===== src/rtl/simple_bus_mux.sv =====
`default_nettype none
// ============================================================================
// Module   : simple_bus_mux
// Brief    : Registered single-master to NUM_SLAVES bus multiplexer with
//            address decode, per-access ready handshake, timeout, error
//            response and saturating error counter.
// Revision : 1.0 - initial release
// ============================================================================
module simple_bus_mux #(
   parameter int                         NUM_SLAVES = 4,
   parameter int                         ADDR_W     = 32,
   parameter int                         DATA_W     = 32,
   parameter int                         SEL_W      = 16,
   parameter logic [NUM_SLAVES*SEL_W-1:0] SLAVE_BASE =
      {16'h4000, 16'h3000, 16'h2000, 16'h1000},
   parameter int                         TIMEOUT    = 16
) (
   input  logic                         clk,
   input  logic                         rst,          // asynchronous, active-low
   input  logic [ADDR_W-1:0]            i_m_addr,
   input  logic [DATA_W-1:0]            i_m_wdata,
   input  logic                         i_m_we,
   input  logic                         i_m_re,
   output logic [DATA_W-1:0]            o_m_rdata,
   output logic                         o_m_ready,
   output logic                         o_m_err,
   output logic [7:0]                   o_err_count,
   output logic [ADDR_W-1:0]            o_s_addr,
   output logic [DATA_W-1:0]            o_s_wdata,
   output logic [NUM_SLAVES-1:0]        o_s_we,
   output logic [NUM_SLAVES-1:0]        o_s_re,
   input  logic [NUM_SLAVES*DATA_W-1:0] i_s_rdata,
   input  logic [NUM_SLAVES-1:0]        i_s_ready
);

   localparam int IDX_W = (NUM_SLAVES > 1) ? $clog2(NUM_SLAVES) : 1;
   localparam int CNT_W = $clog2(TIMEOUT + 1);
   localparam logic [CNT_W-1:0] C_CNT_LAST = CNT_W'(TIMEOUT - 1);

   typedef enum logic [1:0] {
      ST_IDLE   = 2'd0,
      ST_ACCESS = 2'd1,
      ST_RESP   = 2'd2
   } state_t;

   state_t              r_state;
   state_t              w_state_nxt;

   logic [ADDR_W-1:0]   r_addr;
   logic [DATA_W-1:0]   r_wdata;
   logic                r_we_op;
   logic [IDX_W-1:0]    r_idx;
   logic [CNT_W-1:0]    r_cnt;
   logic [DATA_W-1:0]   r_rdata;
   logic                r_err;
   logic [7:0]          r_err_count;

   logic                w_req;
   logic [SEL_W-1:0]    w_sel;
   logic                w_hit;
   logic [IDX_W-1:0]    w_idx;
   logic                w_ready_sel;
   logic [DATA_W-1:0]   w_rdata_sel;
   logic                w_timeout;
   logic [NUM_SLAVES-1:0] w_onehot;
   logic                w_in_access;
   logic                w_in_resp;

   assign w_req       = i_m_we | i_m_re;
   assign w_sel       = i_m_addr[ADDR_W-1 -: SEL_W];
   assign w_ready_sel = i_s_ready[r_idx];
   assign w_rdata_sel = i_s_rdata[r_idx*DATA_W +: DATA_W];
   assign w_timeout   = (r_cnt == C_CNT_LAST);
   assign w_onehot    = NUM_SLAVES'(1) << r_idx;
   assign w_in_access = (r_state == ST_ACCESS);
   assign w_in_resp   = (r_state == ST_RESP);

   // Address decode: scan from the top so the lowest matching index wins
   always_comb begin
      w_hit = 1'b0;
      w_idx = '0;
      for (int i = NUM_SLAVES - 1; i >= 0; i--) begin
         if (w_sel == SLAVE_BASE[i*SEL_W +: SEL_W]) begin
            w_hit = 1'b1;
            w_idx = IDX_W'(i);
         end
      end
   end

   // State register; reset aborts any transaction in flight
   always_ff @(posedge clk or negedge rst) begin
      if (!rst) begin
         r_state <= ST_IDLE;
      end else begin
         r_state <= w_state_nxt;
      end
   end

   // Next-state logic; ready takes priority over the timeout
   always_comb begin
      w_state_nxt = r_state;
      case (r_state)
         ST_IDLE: begin
            if (w_req) begin
               w_state_nxt = w_hit ? ST_ACCESS : ST_RESP;
            end
         end
         ST_ACCESS: begin
            if (w_ready_sel || w_timeout) begin
               w_state_nxt = ST_RESP;
            end
         end
         ST_RESP: begin
            w_state_nxt = ST_IDLE;
         end
         default: begin
            w_state_nxt = ST_IDLE;
         end
      endcase
   end

   // Transaction datapath: latch request, count wait cycles, capture response
   always_ff @(posedge clk or negedge rst) begin
      if (!rst) begin
         r_addr  <= '0;
         r_wdata <= '0;
         r_we_op <= 1'b0;
         r_idx   <= '0;
         r_cnt   <= '0;
         r_rdata <= '0;
         r_err   <= 1'b0;
      end else begin
         case (r_state)
            ST_IDLE: begin
               if (w_req) begin
                  if (w_hit) begin
                     r_addr  <= i_m_addr;
                     r_wdata <= i_m_wdata;
                     r_we_op <= i_m_we;   // write wins when both are requested
                     r_idx   <= w_idx;
                     r_cnt   <= '0;
                  end else begin
                     r_err   <= 1'b1;
                     r_rdata <= '0;
                  end
               end
            end
            ST_ACCESS: begin
               if (w_ready_sel) begin
                  r_err   <= 1'b0;
                  r_rdata <= r_we_op ? '0 : w_rdata_sel;
               end else if (w_timeout) begin
                  r_err   <= 1'b1;
                  r_rdata <= '0;
               end else begin
                  r_cnt   <= r_cnt + CNT_W'(1);
               end
            end
            default: begin
            end
         endcase
      end
   end

   // Saturating count of error responses, bumped once per erroring RESP
   always_ff @(posedge clk or negedge rst) begin
      if (!rst) begin
         r_err_count <= '0;
      end else if (w_in_resp && r_err && (r_err_count != 8'hFF)) begin
         r_err_count <= r_err_count + 8'd1;
      end
   end

   assign o_s_we      = (w_in_access &&  r_we_op) ? w_onehot : '0;
   assign o_s_re      = (w_in_access && !r_we_op) ? w_onehot : '0;
   assign o_s_addr    = w_in_access ? r_addr  : '0;
   assign o_s_wdata   = w_in_access ? r_wdata : '0;
   assign o_m_ready   = w_in_resp;
   assign o_m_err     = w_in_resp & r_err;
   assign o_m_rdata   = w_in_resp ? r_rdata : '0;
   assign o_err_count = r_err_count;

endmodule
`default_nettype wire


===== config.mk =====
export PLATFORM = sky130hd
export DESIGN_NAME = simple_bus_mux
export DESIGN_NICKNAME = d
export VERILOG_FILES = /design/src/rtl/simple_bus_mux.sv
export SDC_FILE = /design/constraint.sdc
export NUM_CORES = 1
export LEC_CHECK = 0
export ABC_AREA = 1
export BUFFER_PORTS_ARGS = -buffer_cell sky130_fd_sc_hd__buf_2
export CAP_MARGIN = 20
export CORE_ASPECT_RATIO = 0.75
export CORE_MARGIN = 1.5
export CORE_UTILIZATION = 48
export CTS_BUF_LIST = sky130_fd_sc_hd__clkbuf_8
export DETAILED_ROUTE_END_ITERATION = 10
export GPL_ROUTABILITY_DRIVEN = 0
export GPL_TIMING_DRIVEN = 0
export PLACE_DENSITY = 0.83
export SLEW_MARGIN = 20
export SYNTH_ARGS = -nofsm -noshare
export SYNTH_HDL_FRONTEND = slang
export SYNTH_SLANG_ARGS = --single-unit

===== constraint.sdc =====
create_clock -name clk -period 2.25 [get_ports clk]
set_clock_uncertainty 0.15 [all_clocks]
set_input_delay 0.225 -clock clk [delete_from_list [all_inputs] [get_ports clk]]
set_output_delay 0.225 -clock clk [all_outputs]
set_load 0.1 [all_outputs]

==> flow_metrics.py <==
metrics = {
    "status": {
        "status": "complete, but fails checks",
        "violations": "setup timing",
    },
    "place": {
        "dp_hpwl_um": 14900,
        "io_buffer_count": 313,
        "dpl.cell_count": 1389,
    },
    "floorplanning": {
        "start_util_pct": 49.3,
        "die_x_um": 137,
        "io_pins": 314,
        "dieArea_um2": 14100,
        "die_h_um": 103,
        "core_area_um2": 13000,
        "rows": 36,
    },
    "logic_synthesis": {
        "ys_ff_latch": 115,
        "synthCells": 904,
        "ys_types": 30,
        "synth-seq-area-share_pct": 44.9,
        "netlist_area_um2": 6420,
        "yosys_warnings": 0,
        "syn_nets": 1107,
        "post_synth.cell_area_avg_um2": 7.10,
    },
    "worst_hold_path": {
        "hp-class": "input pin to register",
        "whs_path_depth": 5,
    },
    "critical_path": {
        "criticalPathCategory": "input pin to register",
        "end_kind": "register",
        "cp.required_ps": 2460,
        "crit_family": "buffers and inverters",
        "arrival_ps": 2460,
        "cp_slowest_cell": "dlygate4sd3_1",
        "cp.buffers_inverters": 4,
        "cp_max_fo": 10,
        "cp_cell_sequence": "dlygate4sd3_1, buf_2, nand2_1, clkinv_1, nand2_1, nor2_1, o21ai_2, nand2_2, nand3_2, clkbuf_1, nand2_1, nand2_1",
        "start_kind": "input pin",
        "rr_worst_depth": 5,
        "slowest_delay_ps": 540,
        "cpMostUsedCell": "nand2_1",
        "crit_cells": 12,
    },
    "drt": {
        "drtIter0Drc": 644,
        "final_antenna_net_count": 0,
        "drt-total-wl_um": 27400,
        "drc": 0,
        "num_vias": 8447,
        "firstDrtPassIters": 6,
        "via_per_inst": 5.51,
        "wl_per_cell_um": 17.9,
    },
    "timing": {
        "setup_ws_ps": -3.03,
        "hold_viol": 0,
        "maxSlewViolCount": 0,
        "timing.hold.ws_ps": 10.3,
        "worst_slew_pin_slew_ps": 571,
        "rsz0062_at_grt": "true",
        "setup_viol": 1,
        "fmax_ghz": 0.444,
        "period_minus_slack_ps": 2250,
        "fin_crit_sh_pct": 100,
        "slew_headroom_pct": 62.0,
    },
    "cts": {
        "cts.sinks": 115,
        "cts.clk_slew.worst_paths_ps": 80,
        "cts-buffers-inserted": 17,
        "cts.path.max_buffers": 2,
        "root_buffer": "clkbuf_8",
        "htree_levels": 4,
        "cts_tree": "done",
        "clock_latency_ps": 430,
    },
    "cells_and_area": {
        "layout_commonest_cell": "nand2_1",
        "layout_common_cells": "nand2_1, buf_2, inv_1, dfrtp_1, dlygate4sd3_1",
        "insertedDiodeCount": 0,
        "drive_gt1_share_pct": 37.6,
        "final_cells": 1534,
        "nNetsFinal": 1553,
        "area_growth_pct": 69.8,
    },
    "power": {
        "peakVddDrop_mv": 1.12,
        "p_leak_uw": 0.00545,
        "power_density_nw_per_um2": 774,
    },
    "grt": {
        "grt_usage_pct": 35.8,
        "grt_pass1_wl_um": 38700,
        "grt_pass1_vias": 8097,
        "grt_antenna_before_repair": 0,
        "gr-total-overflow": 0,
        "grt_max_degree": 76,
    },
    "run": {
        "drv_cap": 0,
    },
}
## tightest hold or removal path: stages
cell     delay (ps)
buf_2            80
a22oi_1          50
nand2_1          60
nand3_1          70
nand2_1          70
## layout make-up
cell class	count	area [um^2]
buffer	55	323
clock inverter	14	226
sequential	115	2880
tap	171	214
fill	730	2130
inverter	135	512
clock buffer	18	248
timing repair buffer	427	3250
multi-input combinational	599	3230
## through the flow
stage	worst slack [ps]	util [%]	total power (uW)	setup TNS, ps	instance area [um^2]
after detailed placement	-305	66.0	5650	-2630	8590
final	-3.03	83.7	8430	-3.03	10900
after CTS	-10.8	81.5	8170	-10.8	10600
after global routing	-58.6	83.7	8760	-295	10900
after global placement	-796	65.8	5600	-70250	8560
after floorplan	-410	-	4900	-14080	6780
## cell usage after synthesis, drive strengths merged
master | n | share of area (%)
buf | 21 | 2.1
clkbuf | 34 | 2.0
inv | 134 | 7.8
nand3b | 1 | 0.12
a21boi | 1 | 0.18
clkinv | 1 | 0.058
nand3 | 46 | 3.7
nand4 | 61 | 5.9
o21ai | 4 | 0.37
dfrtp | 115 | 45
xnor2 | 4 | 0.55
nand2 | 284 | 17
xor2 | 3 | 0.41
nor2 | 136 | 8.0
ha | 3 | 0.59
or2 | 1 | 0.098
o21a | 1 | 0.12
nor3 | 1 | 0.078
a22oi | 51 | 6.0
a21oi | 2 | 0.16
## worst paths after layout
check	startpoint	end	slack, ps
worst max-delay path	i_m_addr[29]	r_wdata[12]	-3
worst min-delay path	i_s_rdata[74]	r_rdata[10]	10
worst max register to register	r_state[0]	r_wdata[16]	120
worst min register to register	r_addr[5]	r_addr[5]	320
max in group asynchronous	rst	r_cnt[2]	1090
min in group asynchronous	rst	r_wdata[7]	100
## registers in the layout, indices dropped and copies added, names as in the netlist
register	cells
r_addr	32
r_state	2
r_rdata	32
r_cnt	5
r_err	1
o_err_count	8
r_wdata	32
r_idx	2
r_we_op	1
## layer usage
metal / vias to the layer above / global-route usage, % / share of wire [%]
met1: 3930 / 41.9 / 35
li1: 3723 / - / -
met5: - / 0 / 0
met3: 173 / 8.90 / 10
met4: 0 / 19.3 / 5.7
met2: 621 / 61.2 / 49
## cells by family (layout without fill, tap and decap cells)
kind of cell | Yosys count | after routing | share of synthesized area (%)
simple gates | 530 | 530 | 34.7
buf+inv | 190 | 649 | 12.0
flops | 115 | 115 | 44.9
compound gates | 59 | 59 | 6.86
xor+xnor | 7 | 7 | 0.956
fa+ha+maj | 3 | 3 | 0.585
## timing repair
action                                 in CTS  in global routing
endpoints found under the hold margin     193                  0
buffers inserted                            2                  5
cloned                                      0                  0
setup endpoints to repair                 108                136
pin swaps                                   2                  2
gates resized for setup                   162                 84
hold buffers                              106                  0
## where the power goes
| group | switching (uW) | leakage (uW) | total, uW | internal, uW |
|---|---|---|---|---|
| logic | 2720 | 0.00365 | 3650 | 930 |
| registers | 173 | 0.00158 | 2460 | 2290 |
| clock network | 954 | 0.000230 | 2320 | 1360 |
(Power assumes the default switching activity.)
